`src/rtl/tge_arb_pkg.sv`:
```
// Shared types, widths and the round-robin helper for the TGE transmit arbiter
// and its companion RX distributor.
package tge_arb_pkg;

  localparam int unsigned TGE_DATA_W    = 64;
  localparam int unsigned TGE_IP_W      = 32;
  localparam int unsigned TGE_PORT_W    = 16;
  localparam int unsigned TGE_MAX_PORTS = 8;
  localparam int unsigned TGE_IDX_W     = 3;
  localparam int unsigned TGE_PKT_W     = 32;

  typedef enum logic [1:0] {
    IDLE   = 2'd0,
    STREAM = 2'd1,
    DRAIN  = 2'd2
  } arb_state_e;

  // One requester beat as seen through the owner mux.
  typedef struct packed {
    logic                  valid;
    logic                  eof;
    logic [TGE_DATA_W-1:0] data;
    logic [TGE_IP_W-1:0]   ip;
    logic [TGE_PORT_W-1:0] port;
  } tge_beat_t;

  // First requester after 'last' in circular order over n ports; 'last' when none request.
  function automatic logic [TGE_IDX_W-1:0] rr_next(
    input logic [TGE_MAX_PORTS-1:0] req,
    input logic [TGE_IDX_W-1:0]     last,
    input int unsigned              n
  );
    int unsigned cand;
    logic        found;
    rr_next = last;
    found   = 1'b0;
    for (int unsigned k = 1; k <= TGE_MAX_PORTS; k++) begin
      cand = (32'(last) + k) % n;
      if (k <= n && !found && req[cand[TGE_IDX_W-1:0]]) begin
        rr_next = cand[TGE_IDX_W-1:0];
        found   = 1'b1;
      end
    end
  endfunction

endpackage

```
`src/rtl/tge_rr_pick.sv`:
```
// Combinational round-robin selector.
//   req_i        : request vector, one bit per port
//   last_i       : index granted most recently (search starts just after it)
//   pick_valid_c : at least one port requests
//   pick_idx_c   : index of the winning port
module tge_rr_pick
  import tge_arb_pkg::*;
#(
  parameter int unsigned N = 4
) (
  input  logic [N-1:0]           req_i,
  input  logic [TGE_IDX_W-1:0]   last_i,
  output logic                   pick_valid_c,
  output logic [TGE_IDX_W-1:0]   pick_idx_c
);

  logic [TGE_MAX_PORTS-1:0] req_ext;

  assign req_ext      = TGE_MAX_PORTS'(req_i);
  assign pick_valid_c = |req_i;
  assign pick_idx_c   = rr_next(req_ext, last_i, N);

endmodule

```
`src/rtl/tge_tx_arbiter.sv`:
```
// Packet-level round-robin arbiter feeding one 10GbE core transmit port.
//   clk, rst_n          : application clock, async active-low reset
//   req_*               : per-requester beat, EOF, data, dest IP/port; req_ready back
//   tx_*                : registered beat stream into the core; tx_afull/tx_overflow from it
//   grant               : one-hot current owner, 0 when idle
//   trunc_pulse         : packet cut at MAX_BEATS
//   overflow_sticky/clr : latched core overflow and its clear
//   pkt_count           : packets forwarded, wrapping
module tge_tx_arbiter
  import tge_arb_pkg::*;
#(
  parameter int unsigned N_PORTS   = 4,
  parameter int unsigned MAX_BEATS = 1024
) (
  input  logic                            clk,
  input  logic                            rst_n,
  input  logic [N_PORTS-1:0]              req_valid,
  input  logic [N_PORTS-1:0]              req_end_of_frame,
  input  logic [TGE_DATA_W*N_PORTS-1:0]   req_data,
  input  logic [TGE_IP_W*N_PORTS-1:0]     req_dest_ip,
  input  logic [TGE_PORT_W*N_PORTS-1:0]   req_dest_port,
  output logic [N_PORTS-1:0]              req_ready,
  output logic                            tx_valid,
  output logic                            tx_end_of_frame,
  output logic [TGE_DATA_W-1:0]           tx_data,
  output logic [TGE_IP_W-1:0]             tx_dest_ip,
  output logic [TGE_PORT_W-1:0]           tx_dest_port,
  input  logic                            tx_afull,
  input  logic                            tx_overflow,
  output logic [N_PORTS-1:0]              grant,
  output logic                            trunc_pulse,
  output logic                            overflow_sticky,
  input  logic                            overflow_clr,
  output logic [TGE_PKT_W-1:0]            pkt_count
);

  localparam int unsigned CNT_W = $clog2(MAX_BEATS + 1);

  arb_state_e              state_q, state_d;
  logic [TGE_IDX_W-1:0]    last_q, last_d;
  logic [TGE_IDX_W-1:0]    gidx_q, gidx_d;
  logic [N_PORTS-1:0]      grant_q, grant_d;
  logic [CNT_W-1:0]        beat_cnt_q, beat_cnt_d;
  logic                    tx_valid_q, tx_valid_d;
  logic                    tx_eof_q, tx_eof_d;
  logic [TGE_DATA_W-1:0]   tx_data_q, tx_data_d;
  logic [TGE_IP_W-1:0]     tx_ip_q, tx_ip_d;
  logic [TGE_PORT_W-1:0]   tx_port_q, tx_port_d;
  logic                    trunc_q, trunc_d;
  logic                    ovf_q, ovf_d;
  logic [TGE_PKT_W-1:0]    pkt_cnt_q, pkt_cnt_d;
  logic                    pick_valid;
  logic [TGE_IDX_W-1:0]    pick_idx;
  tge_beat_t               sel;

  tge_rr_pick #(.N(N_PORTS)) u_pick (
    .req_i        (req_valid),
    .last_i       (last_q),
    .pick_valid_c (pick_valid),
    .pick_idx_c   (pick_idx)
  );

  // Owner's lanes.
  always_comb begin
    sel = '0;
    for (int unsigned i = 0; i < N_PORTS; i++) begin
      if (gidx_q == TGE_IDX_W'(i)) begin
        sel.valid = req_valid[i];
        sel.eof   = req_end_of_frame[i];
        sel.data  = req_data[i*TGE_DATA_W +: TGE_DATA_W];
        sel.ip    = req_dest_ip[i*TGE_IP_W +: TGE_IP_W];
        sel.port  = req_dest_port[i*TGE_PORT_W +: TGE_PORT_W];
      end
    end
  end

  // Next-state, ready and output-stage logic.
  always_comb begin
    state_d    = state_q;
    last_d     = last_q;
    gidx_d     = gidx_q;
    grant_d    = grant_q;
    beat_cnt_d = beat_cnt_q;
    tx_valid_d = 1'b0;
    tx_eof_d   = 1'b0;
    tx_data_d  = tx_data_q;
    tx_ip_d    = tx_ip_q;
    tx_port_d  = tx_port_q;
    trunc_d    = 1'b0;
    pkt_cnt_d  = pkt_cnt_q;
    req_ready  = '0;
    // Set beats clear when both arrive together.
    ovf_d      = tx_overflow ? 1'b1 : (overflow_clr ? 1'b0 : ovf_q);

    case (state_q)
      IDLE: begin
        if (pick_valid) begin
          state_d    = STREAM;
          gidx_d     = pick_idx;
          last_d     = pick_idx;
          grant_d    = N_PORTS'(1) << pick_idx;
          beat_cnt_d = '0;
        end
      end
      STREAM: begin
        req_ready = tx_afull ? '0 : grant_q;
        if (sel.valid && !tx_afull) begin
          tx_valid_d = 1'b1;
          tx_data_d  = sel.data;
          beat_cnt_d = beat_cnt_q + CNT_W'(1);
          if (beat_cnt_q == '0) begin
            tx_ip_d   = sel.ip;
            tx_port_d = sel.port;
          end
          if (sel.eof) begin
            tx_eof_d  = 1'b1;
            pkt_cnt_d = pkt_cnt_q + TGE_PKT_W'(1);
            state_d   = IDLE;
            grant_d   = '0;
          end else if (beat_cnt_q == CNT_W'(MAX_BEATS - 1)) begin
            // Last allowed beat: close the frame at the core and swallow the rest.
            tx_eof_d  = 1'b1;
            trunc_d   = 1'b1;
            pkt_cnt_d = pkt_cnt_q + TGE_PKT_W'(1);
            state_d   = DRAIN;
          end
        end
      end
      DRAIN: begin
        req_ready = grant_q;
        if (sel.valid && sel.eof) begin
          state_d = IDLE;
          grant_d = '0;
        end
      end
      default: state_d = IDLE;
    endcase
  end

  // State and output registers.
  always_ff @(posedge clk or negedge rst_n) begin
    if (!rst_n) begin
      state_q    <= IDLE;
      last_q     <= TGE_IDX_W'(N_PORTS - 1);
      gidx_q     <= '0;
      grant_q    <= '0;
      beat_cnt_q <= '0;
      tx_valid_q <= 1'b0;
      tx_eof_q   <= 1'b0;
      tx_data_q  <= '0;
      tx_ip_q    <= '0;
      tx_port_q  <= '0;
      trunc_q    <= 1'b0;
      ovf_q      <= 1'b0;
      pkt_cnt_q  <= '0;
    end else begin
      state_q    <= state_d;
      last_q     <= last_d;
      gidx_q     <= gidx_d;
      grant_q    <= grant_d;
      beat_cnt_q <= beat_cnt_d;
      tx_valid_q <= tx_valid_d;
      tx_eof_q   <= tx_eof_d;
      tx_data_q  <= tx_data_d;
      tx_ip_q    <= tx_ip_d;
      tx_port_q  <= tx_port_d;
      trunc_q    <= trunc_d;
      ovf_q      <= ovf_d;
      pkt_cnt_q  <= pkt_cnt_d;
    end
  end

  assign tx_valid        = tx_valid_q;
  assign tx_end_of_frame = tx_eof_q;
  assign tx_data         = tx_data_q;
  assign tx_dest_ip      = tx_ip_q;
  assign tx_dest_port    = tx_port_q;
  assign grant           = grant_q;
  assign trunc_pulse     = trunc_q;
  assign overflow_sticky = ovf_q;
  assign pkt_count       = pkt_cnt_q;

endmodule

```
`config.mk`:
```
export PLATFORM = sky130hd
export DESIGN_NAME = tge_tx_arbiter
export DESIGN_NICKNAME = d
export VERILOG_FILES = /design/src/rtl/tge_arb_pkg.sv /design/src/rtl/tge_rr_pick.sv /design/src/rtl/tge_tx_arbiter.sv
export SDC_FILE = /design/constraint.sdc
export NUM_CORES = 1
export LEC_CHECK = 0
export ABC_AREA = 1
export BUFFER_PORTS_ARGS = -buffer_cell sky130_fd_sc_hd__clkbuf_2
export CAP_MARGIN = 20
export CORE_AREA = 2 2 240 242
export DETAILED_ROUTE_END_ITERATION = 7
export DIE_AREA = 0 0 242 244
export HOLD_SLACK_MARGIN = 0.05
export PLACE_DENSITY_LB_ADDON = 0.2
export SLEW_MARGIN = 20
export SYNTH_ARGS = -nofsm -noshare
export SYNTH_HDL_FRONTEND = slang
export SYNTH_SLANG_ARGS = --single-unit
```
`constraint.sdc`:
```
create_clock -name clk -period 1.9 [get_ports clk]
set_clock_uncertainty 0.2 [all_clocks]
set_input_delay 0.38 -clock clk [delete_from_list [all_inputs] [get_ports clk]]
set_output_delay 0.38 -clock clk [all_outputs]
set_load 0.03 [all_outputs]
```
# Yosys cells after proc, flatten, opt, wreduce, memory -nomap -nowiden
# Cells that the tools add are included.
# word_totals
ff_bits	171
latchBits	0
mem_bits_rw	0
mem_bits_ro	0
output_inout_bits	156
wordCells	107
memories	0
# op_classes
addsub	6
mul	0
n_div	0
order_cmp	4
eq_ne	11
n_shift	1
n_mux	48
bitwise	0
reduce_logical	24
# ops
operator	n
114-bit 2-to-1 mux	4
32-bit 2-to-1 mux	2
32-bit by 1-bit adder with 32-bit output, second input constant	1
11-bit 2-to-1 mux	2
11-bit case mux with 2 select lines	1
4-bit 2-to-1 mux	5
1-bit 2-to-1 mux	18
2-bit by 4-bit less-than comparator with 1-bit output, second input constant	4
3-bit 2-to-1 mux	4
4-bit case mux with 3 select lines	1
11-bit by 1-bit adder with 11-bit output, second input constant	1
11-bit by 10-bit equality test with 1-bit output, second input constant	1
11-bit zero test	1
2-bit 2-to-1 mux	5
3-bit AND reduction	3
1-bit binary-select mux with 2-bit select	4
2-bit inequality test, second input constant	4
4-bit case mux with 2 select lines	1
3-bit by 2-bit equality test with 1-bit output, second input constant	2
2-bit case mux with 3 select lines	1
2-bit nonzero test	3
1-bit logical AND	5
5-bit AND reduction	1
2-bit by 1-bit adder with 2-bit output, second input constant	2
other kinds (13)	18

# Depth between registers and ports, before layout
# Gate-level depths: netlist of the first run.
# logic_depth
ltp_word	16
ltp_mapped	13
mapped_depth_nobuf	12

# Hierarchy
# From an unflattened synthesis of the first run, not the netlist that was laid out.
# hier_totals
cells_unflattened	1458
hier_area_um2	10447.5
# modules_own_cells
mod	n_inst	cells_each	area_per_inst_um2	seq_area_each_um2
tge_tx_arbiter	1	1408	10164.7	4256.6
tge_rr_pick	1	50	282.8	0.0

# Worst setup path before layout of the first run
# OpenSTA, ideal clock, no wires.
# synth_path
kind	reg-to-output
from	register state_q[1]
to	output port req_ready[0]
arrival_time_ps	1610
slack_ps	-290
path_stages_with_launch	7
path_buffers	0
cell_sequence	dfrtp_1 inv_1 ha_1 inv_2 nor2_1 o21ai_0 nor2_1
# synth_via
elab_chain_cells	2
word_cells_on_any_way	3
# synth_lines
item	line	source
start: declaration	tge_tx_arbiter.sv:39	arb_state_e state_q, state_d;
start signal: assignment	tge_tx_arbiter.sv:157	state_q <= state_d;
2-bit equality test or 2-bit by 1-bit equality test with 1-bit output (tied branches)	tge_tx_arbiter.sv:95	case (state_q)
4-bit case mux with 2 select lines (*)	tge_tx_arbiter.sv:95	
end: declaration	tge_tx_arbiter.sv:22	output logic [N_PORTS-1:0] req_ready,
# Mark *: on every way between the ends. The rest lies on a longest branch, timed or not.

# Worst setup path in the final report of the first run
# Ends and elaborated chain as after synthesis.

==> results of run 1 <==
[worst max-delay path: stages (launching register included)]
cell,delay [ps]
dfrtp_1,400
inv_2,110
ha_4,150
inv_2,40
nor2_4,100
o21ai_4,60
buf_12,130
nor2_4,80
buf_8,120
[power by group]
| part | total (mW) | internal [mW] | switching, mW |
|---|---|---|---|
| logic | 22.8 | 9.46 | 13.3 |
| registers | 5.96 | 4.96 | 0.995 |
| clock network | 3.59 | 1.86 | 1.73 |
| total | 32.3 | 16.3 | 16.0 |
[layout make-up]
class | instances | area [um2]
Antenna cell | 1 | 2.50
Clock buffer | 18 | 439
Clock inverter | 14 | 136
Fill cell | 5863 | 34900
Inverter | 115 | 462
Multi-Input combinational cell | 1126 | 7240
Sequential cell | 170 | 4260
Tap cell | 756 | 946
Timing Repair Buffer | 976 | 7800
Timing Repair inverter | 1 | 11.3
[cells in the final DEF (no fill, tap or decap), types with 6 or more instances in the layout]
cell | Yosys | final
nor2_4 | 2 | 51
dfrtp_1 | 168 | 164
clkbuf_16 | 0 | 19
buf_16 | 0 | 39
clkbuf_2 | 0 | 611
nand3_2 | 1 | 22
a21oi_2 | 0 | 101
nand2_2 | 0 | 61
nor2_1 | 116 | 63
o21ai_0 | 150 | 47
buf_4 | 8 | 98
xnor2_1 | 10 | 10
buf_8 | 0 | 16
nor2_2 | 2 | 6
o21ai_1 | 63 | 98
o21ai_2 | 0 | 63
nand3_1 | 86 | 64
buf_6 | 7 | 32
a21oi_4 | 0 | 14
inv_1 | 109 | 103
dlygate4sd3_1 | 0 | 129
xor2_1 | 21 | 21
a21oi_1 | 133 | 18
nand4_1 | 13 | 13
nor3_1 | 23 | 21
o2111a_1 | 48 | 44
nand2_4 | 1 | 23
nand2_1 | 437 | 353
buf_12 | 0 | 47
[worst min path at each step]
stage / startpoint / end / slack (ps) / cells past startpoint
final: req_dest_port[19] / tx_dest_port[3]$_DFFE_PN0P_ / 70 / 4
after detailed placement: rst_n / tx_data[9]$_DFFE_PN0P_ / 170 / 1
after global routing: req_dest_port[19] / tx_dest_port[3]$_DFFE_PN0P_ / 50 / 4
after global placement: rst_n / tx_data[9]$_DFFE_PN0P_ / 160 / 1
after floorplan: rst_n / beat_cnt_q[0]$_DFFE_PN0P_ / -120 / 0
after CTS: req_dest_port[27] / tx_dest_port[11]$_DFFE_PN0P_ / 50 / 4
[state kept, by name (all words and copies together) (netlist names)]
signal           flops
grant                4
pkt_count           32
trunc_pulse          1
tx_end_of_frame      1
tx_dest_ip          32
tx_data             64
beat_cnt_q          11
tx_dest_port        16
state_q              2
overflow_sticky      1
last_q               2
tx_valid             1
gidx_q               3
[through the flow]
| step | power (mW) | TNS (ps) | hold WS [ps] | worst slack [ps] |
|---|---|---|---|---|
| finish | 32.3 | -33110 | 68.3 | -395 |
| global route | 34.2 | -47060 | 54.8 | -472 |
| CTS | 31.4 | -40710 | 50.7 | -484 |
| detailed placement | 20.6 | -9520 | 168 | -190 |
| global placement | 20.6 | -3780 | 164 | -136 |
| floorplan | 14.7 | 0 | -116 | 4.86 |
[logic make-up (layout without fill, tap and decap cells)]
| family | count (synthesis) | after routing | synth area share (%) |
|---|---|---|---|
| adders and majority gates | 7 | 7 | 0.823 |
| other | 0 | 1 | 0 |
| xor gates and xnor gates | 31 | 31 | 2.55 |
| buffers and inverters | 207 | 1124 | 8.46 |
| and+or+nand+nor | 691 | 692 | 26.7 |
| DFF | 170 | 170 | 40.0 |
| AOI/OAI and AO/OA | 396 | 396 | 21.5 |
[repair_timing]
action                                  in CTS  in global routing
hold buffers                               128                  1
pin swaps                                   87                148
endpoints found under the setup margin     166                172
cloned                                      54                  2
resized for setup                          445                254
hold endpoints to repair                   251                  1
setup buffers                               56                 25
[metal layers]
layer	GRT usage, %	wire length [um]	up-vias
met2	36.0	32000	487
li1	-	-	6851
met5	0	14	-
met3	4.85	3410	94
met4	6.88	1550	2
met1	25.5	26300	7082
==> impl_results.md, run 1 <==
- Post-DP HPWL: 40400 um
- Final ANT Viol Nets: 0
- Final net count: 2875
- Clock sink count: 170
- Worst Tran Pin Value: 468 ps
- Finished Layout Cells: 3177
- Chip Height: 244 um
- Minimum clock period: 2300 ps
- RR Endpoint: pkt_count[17]$_DFFE_PN0P_
- Total track usage: 20.8%
- Leading area contributor after synthesis: dfrtp_1
- Share of cells above drive strength 1: 52.2%
- Vias in the first global route: 15.0k
- TritonCTS Buffers: 17
- Maxcap violations: 0
- GP Congestion: 0.928
- Syn avg cell area: 7.09 um2
- Crit path launch type: flop
- Worst R2R Setup Slack: -350 ps
- Post-synth top area share: 39.5%
- Fin. Hold Viols: 0
- Latest clock arrival within the worst-skew pair: 490 ps
- Placed cells: 2905
- Critical Path RT: 1320 ps
- Top_reg_cell synth: dfrtp_1
- Remaining DRCs: 0
- Async SR Flop Fraction: 100%
- Pwr Density: 1520 mW/mm2
- Synth top cells by count: nand2_1 (437), dfrtp_1 (168), o21ai_0 (150)
- Drt first pass iters: 5
- First-pass GRT wire length: 92000 um
- Max transition margin: 68.8%
- Final instance area: 0.0213 mm2
- Seq/Total Area, Yosys: 40.0%
- Max-slew violations: 0
- Count leader, synth: nand2_1
- RSZ-0062 raised after global routing: true
- GR Overflow Total: 0
- RR Startpoint: gidx_q[0]$_DFFE_PN0P_
- Core area: 0.0562 mm2
- Final core utilization: 37.9%
- Drt wl/cell: 19.9 um
- Die ar.: 0.0590 mm2
- Cells on worst reg2reg path: 13
- Largest net degree at the start of global routing: 65
- Clk root buf: clkbuf_16
- Worst vdd ir: 0.742 mV
- Fmax: 436 MHz
- Clk slew on worst S/H paths: 70 ps
- Hold/Removal Path Class: input pin to flop
- Initial Utilization: 19.0%
- Rows: 87
- Longest Clk Path Bufs: 2
- Initial antenna violation count: 2
- #FFs+latches synth: 170
- Unique cell type count in the Yosys netlist: 34
- Depth of the CTS H-tree: 4
- Failing checks: negative setup slack
- Post-Syn Area: 0.0106 mm2
- CP startpoint: state_q[1]$_DFFE_PN0P_
- Final setup viols: 166
- Post-route setup slack: -395 ps
- Setup Crit Path Kind: flop to output pin
- # IOs: 617
- Drt total wl: 63200 um
- EDFF count, synth: 0
- Detailed Route Iter0 Violations: 679
- CP Capture Type: output pin
- CP endpoint: req_ready[0]
- Largest fanout on the critical path: 4
- Die W: 242 um
- Leak: 10.2 nW
- Mapped Nets: 1970
- Status: finished, violations left
- Via count of the routed design: 14.5k
- Synth area leaders: dfrtp_1 (39%), nand2_1 (15%), o21ai_0 (7.1%), a21oi_1 (6.3%), o2111a_1 (5.1%)
- Synthesized instance count: 1502
- Dpl cell area: 0.0155 mm2
- Period utilization: 121%
- Port bufs: 616
- Area Overhead vs Synth: 100%
- Critical path arrival: 1720 ps
- Vias per inst: 4.57
- CTS tree: built
- Yosys Warn Count: 0
Note: power is estimated with default switching activity, not from simulation.
==> inputs of run 2 (changes only) <==
--- a/config.mk
+++ b/config.mk
@@ -13,6 +13,7 @@
 export DIE_AREA = 0 0 242 244
 export HOLD_SLACK_MARGIN = 0.05
 export PLACE_DENSITY_LB_ADDON = 0.2
+export SETUP_SLACK_MARGIN = 0.02
 export SLEW_MARGIN = 20
 export SYNTH_ARGS = -nofsm -noshare
 export SYNTH_HDL_FRONTEND = slang
==> run 2 against run 1 <==
Against the previous run:
- the flow still finishes with violations (negative setup slack)
- core utilization about the same
- worst hold slack better by 29 ps
- cell count up 0.94%
- non-clock buffer count increased by 32
- first-iteration DRC count fell by 0.59%
- final area is essentially flat
- critical endpoint is now req_ready[3]
- largest cell class unchanged
- largest power group unchanged
==> impl_results.md, run 2 (same netlist as run 1, synthesis figures left out) <==
- Status: finished, violations left (unchanged)
- Failing checks: negative setup slack (unchanged)
- Most used cell, CP: nor2_4
- Worst vdd ir: 0.838 mV (was 0.742 mV)
- Pwr Density: 1440 mW/mm2 (was 1520 mW/mm2)
- Minimum clock period: 2290 ps (was 2300 ps)
- Fin. Hold Viols: 0 (unchanged)
- GP Congestion: 0.913 (was 0.928)
- Remaining DRCs: 0 (unchanged)
- CP startpoint: state_q[0]$_DFFE_PN0P_ (was state_q[1]$_DFFE_PN0P_)
- Die W: 242 um (unchanged)
- Final ANT Viol Nets: 0 (unchanged)
- Longest Clk Path Bufs: 2 (unchanged)
- Ant diodes: 0 (was 1)
- Most frequent cells in the layout: clkbuf_2 (610), nand2_1 (263), dlygate4sd3_1 (162) (was clkbuf_2 (611), nand2_1 (353), dfrtp_1 (164))
- TritonCTS Buffers: 17 (unchanged)
- Vias per inst: 4.54 (was 4.57)
- Detailed Route Iter0 Violations: 675 (was 679)
- Commonest non-fill, non-tap cell in the layout: clkbuf_2 (unchanged)
- Final setup viols: 164 (was 166)
- Hold/Removal Path Class: input pin to flop (unchanged)
- Vias in the first global route: 15.0k (about the same)
- WP buf/inv: 2 (was 4)
- RR Endpoint: pkt_count[9]$_DFFE_PN0P_ (was pkt_count[17]$_DFFE_PN0P_)
- Final instance area: 0.0213 mm2 (about the same)
- Maxcap violations: 0 (unchanged)
- Port bufs: 616 (unchanged)
- Rows: 87 (unchanged)
- Crit path depth: 6 (was 8)
- GR Overflow Total: 0 (unchanged)
- Slowest-stage cell, CP: dfrtp_2 (was dfrtp_1)
- Finished Layout Cells: 3207 (was 3177)
- Drt first pass iters: 5 (unchanged)
- Hold Slack: 97.1 ps (was 68.3 ps)
- Post-DP HPWL: 42500 um (was 40400 um)
- Max reg flops: 64 (unchanged)
- Cell family with most CP delay: flip-flops (unchanged)
- Critical Path RT: 1320 ps (about the same)
- Worst Tran Pin Value: 476 ps (was 468 ps)
- Via count of the routed design: 14.6k (was 14.5k)
- Fmax: 436 MHz (about the same)
- Critical path arrival: 1710 ps (was 1720 ps)
- Drt total wl: 60600 um (was 63200 um)
- Total track usage: 19.3% (was 20.8%)
- Max transition margin: 68.3% (was 68.8%)
- CP endpoint: req_ready[3] (was req_ready[0])
- Latest clock arrival within the worst-skew pair: 500 ps (was 490 ps)
- Leak: 10.4 nW (was 10.2 nW)
- Period utilization: 121% (about the same)
- Pwr Total: 30.7 mW (was 32.3 mW)
- Pre-CTS setup slack: -176 ps (was -190 ps)
- Core area: 0.0562 mm2 (unchanged)
- Dpl cell area: 0.0156 mm2 (was 0.0155 mm2)
- Crit path launch type: flop (unchanged)
- Cells on worst reg2reg path: 11 (was 13)
- # IOs: 617 (unchanged)
- Largest net degree at the start of global routing: 49 (was 65)
- Crit path cell chain: ha_4 -> inv_4 -> nor2_4 -> o21ai_4 -> nor2_4 -> buf_8 (was inv_2 -> ha_4 -> inv_2 -> nor2_4 -> o21ai_4 -> buf_12 -> nor2_4 -> buf_8)
- Initial antenna violation count: 1 (was 2)
- Depth of the CTS H-tree: 4 (unchanged)
- Die ar.: 0.0590 mm2 (unchanged)
- RR Startpoint: beat_cnt_q[0]$_DFFE_PN0P_ (was gidx_q[0]$_DFFE_PN0P_)
- Clock sink count: 170 (unchanged)
- Drt wl/cell: 18.9 um (was 19.9 um)
- CTS tree: built (unchanged)
- First-pass GRT wire length: 86400 um (was 92000 um)
- Clk root buf: clkbuf_16 (unchanged)
- Clk slew on worst S/H paths: 80 ps (was 70 ps)
- Post-route setup slack: -391 ps (was -395 ps)
- Setup Crit Path Kind: flop to output pin (unchanged)
- Placed cells: 2918 (was 2905)
- Chip Height: 244 um (unchanged)
- Largest fanout on the critical path: 4 (unchanged)
- RSZ-0062 raised after global routing: true (unchanged)
- Initial Utilization: 19.0% (unchanged)
- Worst R2R Setup Slack: -220 ps (was -350 ps)
- CP Capture Type: output pin (unchanged)
- Max-slew violations: 0 (unchanged)
- Slowest stage delay, CP: 450 ps (was 400 ps)
- Area Overhead vs Synth: 100% (about the same)
- Share of cells above drive strength 1: 52.2% (about the same)
- Final net count: 2906 (was 2875)
-- run 2: changes by cell type in the layout (fill, tap and decap cells not counted), moves of 16 or more --
cell / previous run / this run
nand2_1: 353 / 263
nand2_4: 23 / 68
nand2_2: 61 / 105
a21oi_1: 18 / 58
a21oi_2: 101 / 63
nor2_4: 51 / 14
nor2_1: 63 / 98
dlygate4sd3_1: 129 / 162
buf_16: 39 / 10
buf_6: 32 / 48
-- run 2: cell type report --
| cell class | instances | area, um2 |
|---|---|---|
| Sequential cell | 170 | 4270 |
| Timing Repair inverter | 1 | 8.76 |
| Multi-Input combinational cell | 1125 | 7300 |
| Tap cell | 756 | 946 |
| Inverter | 115 | 474 |
| Clock inverter | 14 | 129 |
| Timing Repair Buffer | 1008 | 7730 |
| Fill cell | 5927 | 34900 |
| Clock buffer | 18 | 439 |
-- run 2: routing by layer --
metal	GRT usage (%)	part of all wire [%]	vias to the layer above
met1	22.9	42	7041
met5	1.06	0.15	-
met3	5.30	6.2	119
met2	32.2	48	513
li1	-	-	6897
met4	8.88	3.8	2
-- run 2: timing repair --
item / CTS / global route
gates cloned: 20 / 17
gates resized for setup: 195 / 515
hold buffers: 162 / 0
setup buffers: 42 / 41
pin swaps: 52 / 125
endpoints found under the setup margin: 170 / 173
endpoints found under the hold margin: 219 / 0
-- run 2: how the worst min path moves through the flow --
| stage | start | to | cells after the start |
|---|---|---|---|
| floorplan | rst_n | beat_cnt_q[0]$_DFFE_PN0P_ | 0 |
| global placement | rst_n | tx_data[12]$_DFFE_PN0P_ | 1 |
| detailed placement | rst_n | tx_data[12]$_DFFE_PN0P_ | 1 |
| CTS | req_dest_ip[61] | tx_dest_ip[29]$_DFFE_PN0P_ | 4 |
| global route | req_dest_port[51] | tx_dest_port[3]$_DFFE_PN0P_ | 4 |
| finish | req_data[65] | tx_data[1]$_DFFE_PN0P_ | 5 |
-- run 2: through the flow --
stage	setup TNS [ps]	util, %
2_1_floorplan	-3.88	-
3_3_place_gp	-9890	27.8
3_5_place_dp	-13360	27.8
4_1_cts	-18700	34.3
5_1_grt	-33410	37.9
6_report	-18930	37.9
-- run 2: where the power goes --
group / total, mW / internal (mW) / switching [mW]
Combinational: 21.1 / 8.48 / 12.6
Clock: 3.55 / 1.76 / 1.79
Sequential: 6.09 / 4.97 / 1.12
Total: 30.7 / 15.2 / 15.5
-- run 2: worst min-delay path, stage by stage --
cell and delay, ps:
clkbuf_2 80, nand2_1 50, a21oi_1 50, a21oi_1 120, o21ai_1 70
